$ cat src/rtl/neuron_loader_pkg.sv
// Shared types for the neuron loader: FSM encoding and stream word count.
package neuron_loader_pkg;

  typedef enum logic [1:0] {
    LOAD  = 2'd0,
    START = 2'd1,
    RUN   = 2'd2,
    OUT   = 2'd3
  } state_e;

  // Words per neuron load excluding the trailing bias word.
  function automatic int word_count(input int num_input);
    return 2 * num_input;
  endfunction

endpackage

$ cat src/rtl/neuron_loader_controller.sv
// Loader FSM and word-index counter; emits handshakes, neuron control and
// write strobes for the packing/result registers held by the top level.
module neuron_loader_controller
  import neuron_loader_pkg::*;
#(
  parameter int NUM_INPUT = 4,
  parameter int CNT_W     = 4
) (
  input  logic             clk,
  input  logic             rst,
  input  logic             in_valid_i,
  input  logic             neuron_ready_i,
  input  logic             out_ready_i,
  output logic             in_ready_o,
  output logic             neuron_rst_o,
  output logic             neuron_en_o,
  output logic             out_valid_o,
  output logic             data_we_o,
  output logic             weight_we_o,
  output logic             bias_we_o,
  output logic             result_we_o,
  output logic [CNT_W-1:0] idx_o
);

  localparam logic [CNT_W-1:0] NI   = CNT_W'(NUM_INPUT);
  localparam logic [CNT_W-1:0] LAST = CNT_W'(word_count(NUM_INPUT));

  state_e           state_q, state_d;
  logic [CNT_W-1:0] idx_q, idx_d;

  always_ff @(posedge clk or posedge rst) begin
    if (rst) begin
      state_q <= LOAD;
      idx_q   <= '0;
    end else begin
      state_q <= state_d;
      idx_q   <= idx_d;
    end
  end

  always_comb begin
    state_d = state_q;
    idx_d   = idx_q;
    unique case (state_q)
      LOAD: if (in_valid_i) begin
        if (idx_q == LAST) begin
          idx_d   = '0;
          state_d = START;
        end else begin
          idx_d = idx_q + CNT_W'(1);
        end
      end
      START: state_d = RUN;
      // Only the first high sample matters: leaving RUN ignores later ones.
      RUN:   if (neuron_ready_i) state_d = OUT;
      OUT:   if (out_ready_i) state_d = LOAD;
      default: state_d = LOAD;
    endcase
  end

  always_comb begin
    in_ready_o   = (state_q == LOAD);
    neuron_rst_o = rst | (state_q == START);
    neuron_en_o  = (state_q == RUN);
    out_valid_o  = (state_q == OUT);
    data_we_o    = in_ready_o && in_valid_i && (idx_q < NI);
    weight_we_o  = in_ready_o && in_valid_i && (idx_q >= NI) && (idx_q < LAST);
    bias_we_o    = in_ready_o && in_valid_i && (idx_q == LAST);
    result_we_o  = neuron_en_o && neuron_ready_i;
  end

  assign idx_o = idx_q;

endmodule

$ cat src/rtl/neuron_loader.sv
// Serial-to-parallel feeder for one neuron: packs data/weights/bias words,
// runs the neuron once and returns its result over a valid/ready stream.
module neuron_loader
  import neuron_loader_pkg::*;
#(
  parameter int N               = 8,
  parameter int NUM_INPUT       = 4,
  parameter int CLOG2_NUM_INPUT = 2,
  parameter int CNT_W           = 4
) (
  input  logic                   clk,
  input  logic                   rst,
  input  logic [N-1:0]           in_data,
  input  logic                   in_valid,
  output logic                   in_ready,
  output logic [NUM_INPUT*N-1:0] datas,
  output logic [NUM_INPUT*N-1:0] weights,
  output logic [N-1:0]           bias,
  output logic                   neuron_rst,
  output logic                   neuron_en,
  input  logic [N-1:0]           neuron_result,
  input  logic                   neuron_ready,
  output logic [N-1:0]           out_data,
  output logic                   out_valid,
  input  logic                   out_ready
);

  localparam logic [CNT_W-1:0] NI = CNT_W'(NUM_INPUT);

  logic             data_we, weight_we, bias_we, result_we;
  logic [CNT_W-1:0] idx, lane_sel;
  logic [N-1:0]     bias_q, out_data_q;

  neuron_loader_controller #(
    .NUM_INPUT (NUM_INPUT),
    .CNT_W     (CNT_W)
  ) u_ctrl (
    .clk            (clk),
    .rst            (rst),
    .in_valid_i     (in_valid),
    .neuron_ready_i (neuron_ready),
    .out_ready_i    (out_ready),
    .in_ready_o     (in_ready),
    .neuron_rst_o   (neuron_rst),
    .neuron_en_o    (neuron_en),
    .out_valid_o    (out_valid),
    .data_we_o      (data_we),
    .weight_we_o    (weight_we),
    .bias_we_o      (bias_we),
    .result_we_o    (result_we),
    .idx_o          (idx)
  );

  // Weight words follow the data words, so rebase idx onto a lane number.
  assign lane_sel = data_we ? idx : idx - NI;

  for (genvar i = 0; i < NUM_INPUT; i++) begin : g_lane
    localparam logic [CLOG2_NUM_INPUT-1:0] LANE = CLOG2_NUM_INPUT'(i);
    logic         hit;
    logic [N-1:0] dat_q, wgt_q;

    assign hit = (lane_sel == {{(CNT_W-CLOG2_NUM_INPUT){1'b0}}, LANE});

    always_ff @(posedge clk or posedge rst) begin
      if (rst) begin
        dat_q <= '0;
        wgt_q <= '0;
      end else begin
        if (data_we && hit)   dat_q <= in_data;
        if (weight_we && hit) wgt_q <= in_data;
      end
    end

    assign datas[i*N +: N]   = dat_q;
    assign weights[i*N +: N] = wgt_q;
  end

  always_ff @(posedge clk or posedge rst) begin
    if (rst) begin
      bias_q     <= '0;
      out_data_q <= '0;
    end else begin
      if (bias_we)   bias_q     <= in_data;
      if (result_we) out_data_q <= neuron_result;
    end
  end

  assign bias     = bias_q;
  assign out_data = out_data_q;

endmodule

$ cat config.mk
export PLATFORM = sky130hd
export DESIGN_NAME = neuron_loader
export DESIGN_NICKNAME = d
export VERILOG_FILES = /design/src/rtl/neuron_loader_pkg.sv /design/src/rtl/neuron_loader_controller.sv /design/src/rtl/neuron_loader.sv
export SDC_FILE = /design/constraint.sdc
export NUM_CORES = 1
export LEC_CHECK = 0
export CORE_ASPECT_RATIO = 1.4
export CORE_MARGIN = 1
export CORE_UTILIZATION = 44
export DETAILED_ROUTE_END_ITERATION = 7
export PLACE_DENSITY = 0.77
export SYNTH_ARGS = -nofsm -noshare
export SYNTH_HDL_FRONTEND = slang
export SYNTH_SLANG_ARGS = --single-unit
$ cat constraint.sdc
create_clock -name clk -period 2.69 [get_ports clk]
set_input_delay 0.269 -clock clk [delete_from_list [all_inputs] [get_ports clk]]
set_output_delay 0.269 -clock clk [all_outputs]
set_load 0.005 [all_outputs]
==> flow_metrics.tcl <==
set metrics [dict create \
    status "finished, final reports clean" \
    drc 0 \
    cts_tree "built" \
    synth_area_mm2 0.00353 \
    setup_ws_ps 490 \
    cp-start-kind "register" \
    holdBufCountCts 0 \
    synth_cell_types 25 \
    crit_arrival_ps 2440 \
    cts_buffers 9 \
    syn-num-nets 259 \
    timing.final.crit_share 0.818 \
    cts_root_buf "clkbuf_8" \
    grt_pass1_vias 2354 \
    diodes 0 \
    antenna_found_initial 0 \
    slew_viol_final 0 \
    avgRoutedWirePerCell_um 17.3 \
    ioPinCount 105 \
    synth_top_area_frac 0.609 \
    synthCells 228 \
    drv_cap 0 \
    die_h_um 108 \
    setup_tns_ps 0 \
    hold_class "in2async" \
    drtIter0Drc 106 \
    core_mm2 0.00775 \
    fillCellCount 594 \
    synthTopCellsByCount "dfrtp_1 (86), mux2_2 (79), ha_1 (10), inv_1 (8), nand3_1 (8)" \
    cts.sinks 86 \
    clock-skew-final_ps 7.83 \
    powerDensity_mw_per_mm2 1100 \
    die-area_mm2 0.00840 \
    wirelength_um 7670 \
    die_x_um 77.7 \
    min_period_ps 2200 \
    grt_pass1_wl_um 12400 \
    detailed_place_hpwl_um 5470 \
    ys_ff_latch 86 \
    synth-main-ff-cell "dfrtp_1" \
    synth_most_common_cell "dfrtp_1" \
    dr.pass1.iters 4 \
    synth.area.top_cells "dfrtp_1 (61%), mux2_2 (25%), ha_1 (3.5%)" \
    rsz0062_at_grt "no" \
    vdd_drop_max_mv 0.705 \
    tightest_slew_ps 684 \
    slew_headroom 0.544 \
    vias 2275 \
    critPathRequiredTime_ps 2930 \
    post_cts_buffers 0 \
    worstSetupPathType "reg2reg" \
    yosys.area.top_type "dfrtp_1" \
    setup_viol_count_final 0 \
    start_util 0.456 \
    area_delta_synth_final_pct 38.9 \
    grt.overflow.total 0 \
    h-tree-depth 3 \
    yosysWarnings 0 \
    cp_max_fo 11 \
    clock_tree.buffer_depth 2 \
    multi_input_area_mm2 0.00131 \
    avgSynthCellArea_um2 15.5 \
    seq_area_frac_synth 0.609 \
    p_leak_uw 0.00225 \
    fp-row-count 38 \
    gp_congestion 0.830 \
    post-place-ws_ps 398 \
    clk_latency_ps 350 \
    ant_nets 0 \
    path_clk_slew_ps 80 \
    grt_max_degree 46 \
    crit_path_end_kind "register" \
    post_cts_resized 0 \
    regArea_mm2 0.00215 \
    io_buffers 104 \
    fmax_mhz 455 \
    r2r_setup_slack_ps 490 \
    final-hold-violation-count 0 \
    vias_per_cell 5.12 \
    final_layout_size_suffix_gt1_frac 0.299 \
    synth_edf_count 0 \
    synthArstFlopShare 1.00 \
    fin_nets 370 \
    grtUsageTotal 0.201 \
]
## final cells by class
class / instances / area share
clock buffer: 14 / 0.0352
multi-input combinational: 127 / 0.267
sequential: 86 / 0.439
clock inverter: 2 / 0.00791
timing repair buffer: 107 / 0.219
tap: 100 / 0.0255
inverter: 8 / 0.00638
## power by group
group          leakage [µW]  total, µW  internal [µW]  switching [µW]
logic               0.00104       2220           1500             720
registers           0.00110       2220           1870             346
clock network      0.000107        935            508             427
## registers in the layout (all words and copies together), names as in the netlist
name            cells
u_ctrl.state_q      2
g_lane.wgt_q       32
out_data            8
bias                8
g_lane.dat_q       32
u_ctrl.idx_o        4
## placed cells by master (no fill, tap or decap), drive strengths merged
cell type / count
dfrtp: 86
nand4: 1
a21oi: 1
buf: 3
and4bb: 1
nand3: 8
a221oi: 1
or3b: 1
and3: 3
bufinv: 1
clkinv: 2
nor2b: 1
nor2: 4
mux2: 81
clkbuf: 14
a21boi: 1
and2: 1
o21ai: 5
or3: 1
o32a: 1
clkdlybuf4s50: 104
or2: 1
and4: 1
nand2: 4
ha: 10
inv: 7
## critical path, stage by stage (launching register included)
cell     delay (ps)
dfrtp_1         420
inv_1           100
ha_1            380
and2_1          310
and3_1          490
mux2_2          390
## path summary, 6_finish.rpt
| check | start | endpoint | depth (start not counted) |
|---|---|---|---|
| setup / recovery | u_ctrl.state_q[0]$_DFFE_PP0P_ | g_lane[2].wgt_q[6]$_DFFE_PP0P_ | 5 |
| hold / removal | rst | u_ctrl.idx_o[2]$_DFFE_PP0P_ | 2 |
| setup reg to reg | u_ctrl.state_q[0]$_DFFE_PP0P_ | g_lane[2].wgt_q[6]$_DFFE_PP0P_ | 5 |
| hold reg to reg | out_data[6]$_DFFE_PP0P_ | out_data[6]$_DFFE_PP0P_ | 1 |
| max in group asynchronous | rst | g_lane[1].wgt_q[1]$_DFFE_PP0P_ | 3 |
| min in group clk | out_data[6]$_DFFE_PP0P_ | out_data[6]$_DFFE_PP0P_ | 1 |
## metrics by stage
step | util | total power (µW) | instance area [µm²] | std cells | hold WS, ps
floorplan | - | 3080 | 3530 | 228 | 404
global placement | 0.606 | 4410 | 4690 | 428 | 487
detailed placement | 0.606 | 4470 | 4690 | 428 | 492
CTS | 0.633 | 5440 | 4900 | 444 | 181
global route | 0.633 | 5720 | 4900 | 444 | 195
finish | 0.633 | 5370 | 4900 | 444 | 186
## kinds of logic after synthesis
group,share of synthesized area
multiplexers,0.258
buffers and inverters,0.0202
adder cells (fa/ha/maj),0.0354
AND/OR/NAND/NOR,0.0609
AO/OA/AOI/OAI,0.0159
flip-flops,0.609
## metal layers
layer,share of wire,vias up,track usage
met3,0.053,19,0.0641
met1,0.40,1146,0.235
met4,0.024,0,0.0795
met2,0.53,84,0.342
met5,0,-,0
li1,-,1026,-
(Power assumes the default switching activity.)
